File: config.mk
export PLATFORM = sky130hd
export DESIGN_NAME = uart_decimal_receiver
export DESIGN_NICKNAME = d
export VERILOG_FILES = /design/src/rtl/uart_decimal_receiver.sv
export SDC_FILE = /design/constraint.sdc
export NUM_CORES = 1
export LEC_CHECK = 0
export CAP_MARGIN = 20
export CORE_MARGIN = 4
export CORE_UTILIZATION = 30
export DETAILED_ROUTE_END_ITERATION = 10
export PLACE_DENSITY = 0.5
export SYNTH_ARGS = -nofsm -noshare
export SYNTH_HDL_FRONTEND = slang
export SYNTH_SLANG_ARGS = --single-unit
File: constraint.sdc
create_clock -name clk -period 6.8 [get_ports clk]
set_input_delay 1.36 -clock clk [delete_from_list [all_inputs] [get_ports clk]]
set_output_delay 1.36 -clock clk [all_outputs]
set_load 0.1 [all_outputs]
File: src/rtl/uart_decimal_receiver.sv
`default_nettype none
// ============================================================================
// Module  : uart_decimal_receiver
// Brief   : 8N1 UART receiver that parses TAB/CR/LF-terminated ASCII decimal
//           numbers into a 16-bit value. Optional macro UART_DEC_SAT_EN
//           saturates oversize numbers to 16'hFFFF instead of flagging err.
// Revision: 1.0 - initial release
// ============================================================================
module uart_decimal_receiver #(
    parameter int CLK_FREQ   = 100_000_000,
    parameter int BAUD       = 9600,
    parameter int MAX_DIGITS = 5
) (
    input  logic        clk,
    input  logic        rst_n,
    input  logic        RxD,
    output logic [15:0] val,
    output logic        valid,
    output logic        err,
    output logic        busy
);

    localparam int CLKS_PER_BIT = CLK_FREQ / BAUD;
    localparam int CW = (CLKS_PER_BIT > 2) ? $clog2(CLKS_PER_BIT) : 1;
    localparam logic [CW-1:0] HALF_BIT  = CW'(CLKS_PER_BIT / 2);
    localparam logic [CW-1:0] LAST_TICK = CW'(CLKS_PER_BIT - 1);
    localparam int DW = $clog2(MAX_DIGITS + 2);
    localparam logic [DW-1:0] DIG_MAX = DW'(MAX_DIGITS);

    typedef enum logic [1:0] {S_IDLE, S_START, S_DATA, S_STOP} state_t;

    state_t          state_q, state_d;
    logic            rx_meta_q, rx_sync_q, rx_prev_q;
    logic [CW-1:0]   bit_cnt_q, bit_cnt_d;
    logic [2:0]      bit_idx_q, bit_idx_d;
    logic [7:0]      shift_q, shift_d;
    logic            byte_done_q, byte_done_d;
    logic            frame_err_q, frame_err_d;
    logic [16:0]     acc_q, acc_d;
    logic [DW-1:0]   dig_cnt_q, dig_cnt_d;
    logic            poison_q, poison_d;
    logic [15:0]     val_q, val_d;
    logic            valid_q, valid_d;
    logic            err_q, err_d;

    logic w_is_digit, w_is_space, w_is_term;

    assign w_is_digit = (shift_q >= 8'h30) && (shift_q <= 8'h39);
    assign w_is_space = (shift_q == 8'h20);
    assign w_is_term  = (shift_q == 8'h09) || (shift_q == 8'h0D) || (shift_q == 8'h0A);

    always_ff @(posedge clk or negedge rst_n) begin
        if (!rst_n) begin
            rx_meta_q   <= 1'b1;
            rx_sync_q   <= 1'b1;
            rx_prev_q   <= 1'b1;
            state_q     <= S_IDLE;
            bit_cnt_q   <= '0;
            bit_idx_q   <= '0;
            shift_q     <= '0;
            byte_done_q <= 1'b0;
            frame_err_q <= 1'b0;
            acc_q       <= '0;
            dig_cnt_q   <= '0;
            poison_q    <= 1'b0;
            val_q       <= '0;
            valid_q     <= 1'b0;
            err_q       <= 1'b0;
        end else begin
            rx_meta_q   <= RxD;
            rx_sync_q   <= rx_meta_q;
            rx_prev_q   <= rx_sync_q;
            state_q     <= state_d;
            bit_cnt_q   <= bit_cnt_d;
            bit_idx_q   <= bit_idx_d;
            shift_q     <= shift_d;
            byte_done_q <= byte_done_d;
            frame_err_q <= frame_err_d;
            acc_q       <= acc_d;
            dig_cnt_q   <= dig_cnt_d;
            poison_q    <= poison_d;
            val_q       <= val_d;
            valid_q     <= valid_d;
            err_q       <= err_d;
        end
    end

    // Byte framer: all samples are taken from the synchronized line.
    always_comb begin
        state_d     = state_q;
        bit_cnt_d   = bit_cnt_q;
        bit_idx_d   = bit_idx_q;
        shift_d     = shift_q;
        byte_done_d = 1'b0;
        frame_err_d = 1'b0;
        case (state_q)
            S_IDLE: begin
                if (rx_prev_q && !rx_sync_q) begin
                    state_d   = S_START;
                    bit_cnt_d = '0;
                end
            end
            S_START: begin
                if (bit_cnt_q == HALF_BIT) begin
                    bit_cnt_d = '0;
                    bit_idx_d = '0;
                    state_d   = rx_sync_q ? S_IDLE : S_DATA;
                end else begin
                    bit_cnt_d = bit_cnt_q + 1'b1;
                end
            end
            S_DATA: begin
                if (bit_cnt_q == LAST_TICK) begin
                    bit_cnt_d = '0;
                    shift_d   = {rx_sync_q, shift_q[7:1]};
                    bit_idx_d = bit_idx_q + 1'b1;
                    if (bit_idx_q == 3'd7) begin
                        state_d = S_STOP;
                    end
                end else begin
                    bit_cnt_d = bit_cnt_q + 1'b1;
                end
            end
            S_STOP: begin
                if (bit_cnt_q == LAST_TICK) begin
                    bit_cnt_d   = '0;
                    byte_done_d = rx_sync_q;
                    frame_err_d = !rx_sync_q;
                    state_d     = S_IDLE;
                end else begin
                    bit_cnt_d = bit_cnt_q + 1'b1;
                end
            end
            default: state_d = S_IDLE;
        endcase
    end

    // Number parser: poison suppresses repeat errors until a terminator resyncs.
    always_comb begin
        acc_d     = acc_q;
        dig_cnt_d = dig_cnt_q;
        poison_d  = poison_q;
        val_d     = val_q;
        valid_d   = 1'b0;
        err_d     = 1'b0;
        if (frame_err_q) begin
            err_d    = !poison_q;
            poison_d = 1'b1;
        end else if (byte_done_q) begin
            if (w_is_digit) begin
                if (!poison_q) begin
                    if (dig_cnt_q == DIG_MAX) begin
                        err_d    = 1'b1;
                        poison_d = 1'b1;
                    end else begin
                        acc_d     = (acc_q << 3) + (acc_q << 1) + {13'd0, shift_q[3:0]};
                        dig_cnt_d = dig_cnt_q + 1'b1;
                    end
                end
            end else if (w_is_space) begin
                acc_d = acc_q;
            end else if (w_is_term) begin
                if (!poison_q && (dig_cnt_q != '0)) begin
                    if (acc_q <= 17'd65535) begin
                        val_d   = acc_q[15:0];
                        valid_d = 1'b1;
                    end else begin
`ifdef UART_DEC_SAT_EN
                        val_d   = 16'hFFFF;
                        valid_d = 1'b1;
`else
                        err_d   = 1'b1;
`endif
                    end
                end
                acc_d     = '0;
                dig_cnt_d = '0;
                poison_d  = 1'b0;
            end else begin
                err_d    = !poison_q;
                poison_d = 1'b1;
            end
        end
    end

    assign val   = val_q;
    assign valid = valid_q;
    assign err   = err_q;
    assign busy  = (state_q != S_IDLE);

endmodule
`default_nettype wire

==> key figures <==
STA
  – Worst slew pin tran: 977 ps
  – Final count of pins violating max slew: 0
  – Hold Fails Final Rpt: 0
  – Maximum achievable frequency: 0.279 GHz
  – Tightest slew margin relative to the limit: 34.7%
  – Final setup fails: 0
  – Fin Setup TNS: 0 ps
  – Final hold slack: 356 ps
  – RSZ-0062 raised after global routing: no
  – Minimum clock period after layout: 3590 ps
  – Ratio of final minimum period to clock period: 52.8%
  – Setup skew after layout: 4.31 ps

Synthesis
  – Main synth FF type: sky130_fd_sc_hd__dfrtp_1
  – Leading post-synthesis cells by cell area: sky130_fd_sc_hd__dfrtp_1 (41%), sky130_fd_sc_hd__ha_1 (10%), sky130_fd_sc_hd__mux2_2 (4.6%)
  – Number of flops mapped to enable cells by yosys: 0
  – Synthesized-area fraction occupied by ao, oa, aoi and oai cells: 16.6%
  – Asr flop ratio synth: 100%
  – Synthesized-area fraction occupied by and/or/nand/nor cells: 16.2%
  – Synthesized Nets: 439
  – Number of distinct library cell variants in the gate-level netlist after synthesis: 62
  – Post-synthesis instance area: 0.00417 sq mm
  – Largest area contributor in the netlist: sky130_fd_sc_hd__dfrtp_1
  – FF+latch count, synth: 71
  – Cell count after synthesis: 399
  – Avg Cell Area, Syn: 10.5 sq um
  – Syn. warnings: 0
  – Dominant combinational cell family by area after synthesis: compound AO/OA/AOI/OAI gates
  – Area share of xor/xnor cells in the synthesized design: 2.31%
  – Register area share after synthesis: 42.7%
  – Multiplexer area fraction after synthesis: 7.35%
  – Share of the synthesized area in the top cell type: 40.8%
  – Synthesized-area fraction occupied by adder cells: 11.5%

Critical path
  – Cell family with the largest share of critical-path delay: buffers and inverters
  – Setup crit end kind: output pin
  – Startpoint type of the worst setup path: flop
  – Crit path cell chain: or2_2, clkdlybuf4s50_1
  – Crit. Startpoint: state_q[0]
  – Data arrival at the endpoint of the critical path: 2230 ps
  – Number of buffer and inverter stages on the critical path: 1
  – Data required time of the critical path: 5440 ps
  – Peak per-stage delay on the critical path: 1130 ps
  – Maximum fanout count along the critical path: 13
  – Critical path start-end classification: reg2out
  – Slowest CP cell: sky130_fd_sc_hd__clkdlybuf4s50_1
  – Startpoint of the lowest-slack register-to-register path: shift_q[3]

Route
  – Total vias in the final route: 3054
  – Number of remaining DRC errors: 0
  – Count of routing violations after the opening detailed-route iteration: 115
  – Initial DRT Pass Iterations: 4
  – DR WL/cell: 14.3 microns
  – Routed Wire Length: 8580 microns
  – ANT nets after route: 0
  – Vias per cell: 5.09

GRT
  – Maximum number of pins on one net before global-route repair: 72
  – First-pass GRT wire length: 14900 microns
  – Via count of the first global-routing pass: 3003
  – Remaining global-route overflow: 0
  – Number of antenna violations at the first check in global routing: 0
  – Total Routing Usage GR: 11.4%

CTS
  – TritonCTS clock tree: done
  – Sink count of the clock tree: 71
  – Clock-pin slew of the registers on the worst-case setup and hold paths: 60 ps
  – H-tree levels: 3
  – CTS resizes: 0
  – Hold buffers post-CTS: 0
  – Number of buffers inserted during clock tree synthesis: 9
  – Insertion delay of the later-clocked pin in the worst-skew pair: 330 ps
  – Root Buffer: sky130_fd_sc_hd__clkbuf_16
  – Post CTS Setup Buffer Count: 0
  – Buffer depth of the longest clock path: 2

Placement
  – HPWL after detailed placement: 6060 microns
  – Total of buffers placed on input and output ports: 21
  – Gp weighted congestion: 0.851

Cells and area
  – Reg area: 0.00178 sq mm
  – Fraction of final layout cells with drive strength greater than 1: 12.5%
  – Multi-input gate area in the final layout: 0.00225 sq mm
  – Filler cell count: 1360
  – Final Net Count: 459
  – Antenna Diode Count: 0
  – Layout overhead on the synthesized area: 16.9%

Die
  – Boundary Pins: 22
  – Initial cell density of the core: 31.0%
  – Die Ht: 126 microns
  – Area of the core: 0.0135 sq mm
  – Row count: 42
  – Floorplan die width: 126 microns
  – Die ar.: 0.0159 sq mm

Flow run
  – Max-cap violation count: 0

Power
  – Power per cell area: 233 mW/mm^2
  – Max rail drop VDD: 0.147 mV
  – Leakage power figure: 0.00232 uW

Worst hold path
  – Path class of the lowest-slack min-delay path: reg2reg
  – Hold path startpoint: rx_meta_q

Status
  – Status: completed
## where the power goes
part | internal (uW) | total [uW] | switching [uW] | leakage, uW
registers | 445 | 477 | 32.6 | 0.000967
logic | 48.1 | 115 | 67.2 | 0.00119
clock network | 367 | 544 | 177 | 0.000168
## through the flow
stage | power (uW) | area, sq um | util, % | worst slack [ps] | instances
after floorplan | 567 | 4170 | - | 4240 | 399
after global placement | 598 | 4530 | 33.7 | 3570 | 584
after detailed placement | 601 | 4530 | 33.7 | 3560 | 584
after CTS | 1160 | 4880 | 36.3 | 3190 | 600
after global routing | 1200 | 4880 | 36.3 | 3110 | 600
final | 1140 | 4880 | 36.3 | 3210 | 600
## metal layers
metal / GRT usage, % / share of wire [%]
met4: 3.79 / 1.5
met5: 0 / 0
met2: 18.1 / 46
met1: 15.2 / 50
met3: 2.79 / 3.3
## synth_stat cells (2+ instances only)
cell                        count
sky130_fd_sc_hd__o22ai_1        5
sky130_fd_sc_hd__or2_2          2
sky130_fd_sc_hd__xnor2_1        6
sky130_fd_sc_hd__o31a_1         2
sky130_fd_sc_hd__and4_1         2
sky130_fd_sc_hd__nor2b_1        4
sky130_fd_sc_hd__a21o_1         7
sky130_fd_sc_hd__dfrtp_1       68
sky130_fd_sc_hd__nor4_1         6
sky130_fd_sc_hd__mux2_4         5
sky130_fd_sc_hd__nor2_1        16
sky130_fd_sc_hd__nand2_1       37
sky130_fd_sc_hd__and3_1         6
sky130_fd_sc_hd__ha_1          35
sky130_fd_sc_hd__dfstp_2        3
sky130_fd_sc_hd__a21oi_1       25
sky130_fd_sc_hd__or2b_1         2
sky130_fd_sc_hd__nor3_1         3
sky130_fd_sc_hd__a22o_1         9
sky130_fd_sc_hd__nand4bb_1      2
sky130_fd_sc_hd__xor2_1         5
sky130_fd_sc_hd__buf_6          3
sky130_fd_sc_hd__a2111o_1       2
sky130_fd_sc_hd__o21ai_0       24
sky130_fd_sc_hd__o211ai_1       2
sky130_fd_sc_hd__nor3b_1        5
sky130_fd_sc_hd__o41ai_4        2
sky130_fd_sc_hd__nand3_1       14
sky130_fd_sc_hd__nand4_1        7
sky130_fd_sc_hd__clkbuf_1       8
sky130_fd_sc_hd__fa_1           2
sky130_fd_sc_hd__o31ai_1        3
sky130_fd_sc_hd__a31oi_1        9
sky130_fd_sc_hd__and4bb_2       2
sky130_fd_sc_hd__inv_1         20
sky130_fd_sc_hd__mux2_2        17
sky130_fd_sc_hd__mux2i_1        4
## state kept, by name, indices dropped and copies added (netlist names), named ones only
signal,count
valid,1
dig_cnt_q,3
rx_meta_q,1
shift_q,8
state_q,1
err,1
poison_q,1
byte_done_q,1
bit_cnt_q,14
bit_idx_q,3
frame_err_q,1
val,16
rx_sync_q,1
acc_q,17
rx_prev_q,1
## logic make-up after synthesis
kind of cell	Yosys count
AND/OR/NAND/NOR	121
XOR/XNOR	11
AO/OA/AOI/OAI	101
adder cells (fa/ha/maj)	37
buffers and inverters	32
multiplexers	26
flip-flops	71
## cell usage in the layout, fill, tap and decap left out, types with 14 or more instances in the layout
| cell type | n |
|---|---|
| sky130_fd_sc_hd__dfrtp_1 | 68 |
| sky130_fd_sc_hd__nor2_1 | 16 |
| sky130_fd_sc_hd__o21ai_0 | 24 |
| sky130_fd_sc_hd__inv_1 | 20 |
| sky130_fd_sc_hd__ha_1 | 35 |
| sky130_fd_sc_hd__nand2_1 | 37 |
| sky130_fd_sc_hd__clkdlybuf4s50_1 | 20 |
| sky130_fd_sc_hd__a21oi_1 | 25 |
| sky130_fd_sc_hd__nand3_1 | 14 |
| sky130_fd_sc_hd__mux2_2 | 17 |
## final cells by class
class                   count  area share [%]
multi-input cells         296            46.1
clock inverters             6            2.21
well taps                 176            4.51
clock buffers              10            4.90
inverters                  20            1.54
flip-flops and latches     71            36.5
repair buffers             21            4.26
## final timing paths
check	end	slack [ps]	depth (start not counted)
max	busy	3210	2
min	rx_sync_q	360	0
max reg2reg	acc_q[15]	3950	9
min reg2reg	rx_sync_q	360	0
max in group asynchronous	bit_cnt_q[12]	5060	1
min in group asynchronous	val[3]	1150	1
No activity file was read; power rests on OpenSTA's default activity.
